## config.mk

```make
export PLATFORM = sky130hd
export DESIGN_NAME = sad_column_feeder
export DESIGN_NICKNAME = d
export VERILOG_FILES = /design/src/rtl/sad_column_feeder.sv
export SDC_FILE = /design/constraint.sdc
export NUM_CORES = 2
export LEC_CHECK = 0
export CAP_MARGIN = 20
export CORE_MARGIN = 5
export CORE_UTILIZATION = 50
export DETAILED_ROUTE_END_ITERATION = 7
export GPL_TIMING_DRIVEN = 0
export PLACE_DENSITY_LB_ADDON = 0.15
export SLEW_MARGIN = 20
export SYNTH_ARGS = -nofsm -noshare
export SYNTH_HDL_FRONTEND = slang
export SYNTH_SLANG_ARGS = --single-unit
```

## constraint.sdc

```tcl
create_clock -name clk -period 78.9 [get_ports clk]
set_input_delay 15.78 -clock clk [delete_from_list [all_inputs] [get_ports clk]]
set_output_delay 15.78 -clock clk [all_outputs]
set_load 0.005 [all_outputs]
```

## src/rtl/sad_column_feeder.sv

```systemverilog
// sad_column_feeder
// Collects one NROWS x NCOLS block of per-pixel mismatch bits (row_cur ^ row_ref),
// one row per accepted handshake, then streams the block out column by column so
// that each column is the NROWS-bit input vector of the column tree adder.
// Single-buffered: the block is either filling (rows in) or draining (columns out).
//
// Ports:
//   clk        single clock
//   rst        asynchronous, active-high reset; discards any partial block
//   row_valid  input row present
//   row_ready  block can accept a row (high only while filling)
//   row_cur    current-frame bits of one row, bit c is column c
//   row_ref    reference-frame bits of the same row
//   col_valid  output column present (high only while draining)
//   col_ready  downstream accepts the column
//   col_data   column bits, bit r is the mismatch bit of row r
//   col_idx    index of the column currently presented
//   col_last   high with col_valid on the final column of the block
module sad_column_feeder #(
   parameter int unsigned NROWS  = 100,
   parameter int unsigned NCOLS  = 16,
   parameter int unsigned RIDX_W = $clog2(NROWS),
   parameter int unsigned CIDX_W = $clog2(NCOLS)
) (
   input  logic              clk,
   input  logic              rst,
   input  logic              row_valid,
   output logic              row_ready,
   input  logic [NCOLS-1:0]  row_cur,
   input  logic [NCOLS-1:0]  row_ref,
   output logic              col_valid,
   input  logic              col_ready,
   output logic [NROWS-1:0]  col_data,
   output logic [CIDX_W-1:0] col_idx,
   output logic              col_last
);

   typedef enum logic [0:0] {StFill, StDrain} state_e;

   state_e            state_q, state_d;
   logic [RIDX_W-1:0] row_cnt_q, row_cnt_d;
   logic [CIDX_W-1:0] col_cnt_q, col_cnt_d;
   logic [NCOLS-1:0]  mem_q [NROWS];
   logic [NCOLS-1:0]  row_xor;
   logic              row_fire;

   assign row_xor = row_cur ^ row_ref;

   // State, counters and mismatch array. The array is cleared on reset so a
   // discarded block can never leak into col_data.
   always_ff @(posedge clk or posedge rst) begin
      if (rst) begin
         state_q   <= StFill;
         row_cnt_q <= '0;
         col_cnt_q <= '0;
         for (int r = 0; r < NROWS; r++) begin
            mem_q[r] <= '0;
         end
      end else begin
         state_q   <= state_d;
         row_cnt_q <= row_cnt_d;
         col_cnt_q <= col_cnt_d;
         if (row_fire) begin
            mem_q[row_cnt_q] <= row_xor;
         end
      end
   end

   // Next state, counter updates and handshake outputs.
   always_comb begin
      state_d   = state_q;
      row_cnt_d = row_cnt_q;
      col_cnt_d = col_cnt_q;
      row_ready = 1'b0;
      col_valid = 1'b0;
      row_fire  = 1'b0;
      case (state_q)
         StFill: begin
            row_ready = 1'b1;
            if (row_valid) begin
               row_fire = 1'b1;
               if (row_cnt_q == RIDX_W'(NROWS - 1)) begin
                  row_cnt_d = '0;
                  col_cnt_d = '0;
                  state_d   = StDrain;
               end else begin
                  row_cnt_d = row_cnt_q + 1'b1;
               end
            end
         end
         StDrain: begin
            col_valid = 1'b1;
            if (col_ready) begin
               if (col_cnt_q == CIDX_W'(NCOLS - 1)) begin
                  col_cnt_d = '0;
                  state_d   = StFill;
               end else begin
                  col_cnt_d = col_cnt_q + 1'b1;
               end
            end
         end
         default: begin
            state_d = StFill;
         end
      endcase
   end

   // Column c is bit c of every stored row; held stable by col_cnt while stalled.
   always_comb begin
      col_data = '0;
      for (int r = 0; r < NROWS; r++) begin
         col_data[r] = mem_q[r][col_cnt_q];
      end
   end

   assign col_idx  = col_cnt_q;
   assign col_last = col_valid && (col_cnt_q == CIDX_W'(NCOLS - 1));

endmodule
```

==> metrics.cfg <==
[run_status]
status = finished, violations left
violations = DRC

[finish]
drive_above_1_share = 0.118
fin_nets = 7213
multiInputGateArea_um2 = 27400
regArea_um2 = 40300
finalNonFillerCells = 9196
areaGrowthSynthToFinish_pct = 15.4
fillers = 12200

[logic_synthesis]
avgSynthCellArea_um2 = 10.4
yosys_warnings = 0
syn_nets = 6842
ys_seq_area_frac = 0.572
yosysUniqueCellTypes = 46
synth_most_common_cell = dfrtp_1
synth.largest_area_cell = dfrtp_1
yosysTopAreaCellShare = 0.572
synth_area_um2 = 70500
ys_top_cells_by_area = dfrtp_1, o21ai_0, mux4_2
synth_edf_count = 0
synthCells = 6804
synth_seq_cells = 1612
async_reset_ff_frac = 1.00
synth-main-ff-cell = dfrtp_1
synthTopCellsByCount = dfrtp_1, nand2_1, o21ai_0

[global_routing]
antenna_found_initial = 17
grt_start_max_net_pins = 107
grt_overflow = 0
grt_pass1_vias = 56800
grtUsageTotal = 0.378
grt_pass1_wl_um = 400000

[power]
share_comb_of_total_power = 0.178
p_int_w = 0.00164
p_seq_frac = 0.464
power.switching_w = 0.000692
p_sw_frac = 0.297
powerDensity_nw_per_um2 = 28.7
p_leak_nw = 35.7
power_w = 0.00233
max-vdd-ir-drop_mv = 0.0226
clkPwrFrac = 0.359

[cts]
cts_made_buffers = 171
htree_levels = 4
cts-hold-fix-buffers = 0
cts_tree = yes
clk_pin_slew_ps = 60
post_cts_buffers = 0
clock_latency_ps = 840
root_buffer = clkbuf_16
cts.sinks = 1612
clk_path_buf_depth = 3
cts_resized = 0

[die]
die_area_um2 = 149000
pin_count = 143
die_w_um = 386
initial_utilization = 0.504
fp.coreArea_um2 = 140000
fp-row-count = 137
die_h_um = 386

[sta]
slew_headroom = 0.0911
finalSetupTns_ps = 0
rsz0062_at_grt = no
min_period_over_period = 0.259
fmax_ghz = 0.0489
final.min_clock_period_ps = 20440
skew_ps = 41.9
hold_viol = 0
whs_ps = 475
slew_violations = 0
tightest_slew_ps = 1360
finalSetupViolCount = 0

[flow_run]
drv_cap = 0

[place]
dpl.hpwl_um = 181000
dpl.cell_count = 8878
io_buffers = 142
routabilityCongestion = 0.974

[worst_setup_path]
crit_required_ps = 63120
start_kind = flop
cp_max_fo = 10
cp-end-kind = output pin
crit_type = reg -> out
arrival_ps = 4660

[routing]
vias = 59000
drtIter0Drc = 8317
dr.pass1.iters = 8
wire_per_inst_um = 30.6
drt.antenna.violating_nets = 0
routed_via_density = 6.42
drc = 35
wl_um = 282000

[worst_hold_path]
holdCritPathClass = reg -> reg

## critical path: stages (launching register included)
cell and delay (ps):
dfrtp_1 600, clkbuf_1 270, clkbuf_1 790, clkbuf_2 780
mux4_2 410, a22oi_1 180, nand2_1 240, clkdlybuf4s50_1 520
## power groups by stage
stage	Combinational, W	Sequential, W	Clock [W]
CTS	0.000407	0.00108	0.000840
global route	0.000452	0.00110	0.000875
finish	0.000415	0.00108	0.000837
floorplan	0.000260	0.00108	0
global placement	0.000384	0.00110	0
detailed placement	0.000404	0.00109	0
## layout make-up
class                   instances  area share
flip-flops and latches       1612       0.496
multi-input cells            4491       0.337
repair buffers                198      0.0300
inverters                       4    0.000277
plain buffers                 697      0.0370
well taps                    1876      0.0289
diodes                         13    0.000400
clock buffers                 236      0.0604
clock inverters                69      0.0106
## path summary, 6_finish.rpt
kind | from | end | slack, ps | depth (start not counted)
min in group asynchronous | rst | mem_q[704]$_DFFE_PP0P_ | 15430 | 2
max in group asynchronous | rst | mem_q[1345]$_DFFE_PP0P_ | 60670 | 7
hold reg to reg | mem_q[1466]$_DFFE_PP0P_ | mem_q[1466]$_DFFE_PP0P_ | 470 | 2
hold / removal | mem_q[1466]$_DFFE_PP0P_ | mem_q[1466]$_DFFE_PP0P_ | 470 | 2
setup reg to reg | row_cnt_q[0]$_DFFE_PP0P_ | mem_q[299]$_DFFE_PP0P_ | 75240 | 8
setup / recovery | col_idx[1]$_DFFE_PP0P_ | col_data[30] | 58460 | 7
## metrics by stage
| step | setup WS (ps) | util | cell area (um2) |
|---|---|---|---|
| 2_1_floorplan | 17630 | - | 70500 |
| 5_1_grt | 58470 | 0.581 | 81300 |
| 6_report | 58460 | 0.582 | 81300 |
| 3_5_place_dp | 59530 | 0.540 | 75500 |
| 3_3_place_gp | -81.8 | 0.531 | 74300 |
| 4_1_cts | 58660 | 0.581 | 81300 |
## logic make-up after synthesis
family	synth area share
and+or+nand+nor	0.106
AOI/OAI and AO/OA	0.157
DFF	0.572
adders and majority gates	0.000355
buffers and inverters	0.0416
xor gates and xnor gates	0.00236
muxes	0.121
## flip-flops by register name, indices dropped and copies added, names as in the netlist
| name | cells |
|---|---|
| col_idx | 4 |
| row_cnt_q | 7 |
| state_q | 1 |
| mem_q | 1600 |
## layer usage
layer / part of all wire / up-vias / track usage / routed length, um
li1: - / 24600 / - / -
met1: 0.37 / 29800 / 0.491 / 104000
met2: 0.42 / 3681 / 0.539 / 118000
met3: 0.12 / 995 / 0.123 / 35200
met4: 0.085 / 12 / 0.256 / 24000
met5: 0.00059 / - / 0.0112 / 167
## placed cells by master, fill, tap and decap left out, drive strengths merged, types with 57 or more instances in the layout
master,synthesis,routed
a21oi,721,721
a221oi,200,200
a22oi,100,100
buf,227,283
clkbuf,470,706
clkdlybuf4s50,0,142
dfrtp,1612,1612
mux2i,404,404
mux4,200,200
nand2,989,989
nand3,57,57
nor2,726,726
o21ai,982,982
(Power assumes the default switching activity.)
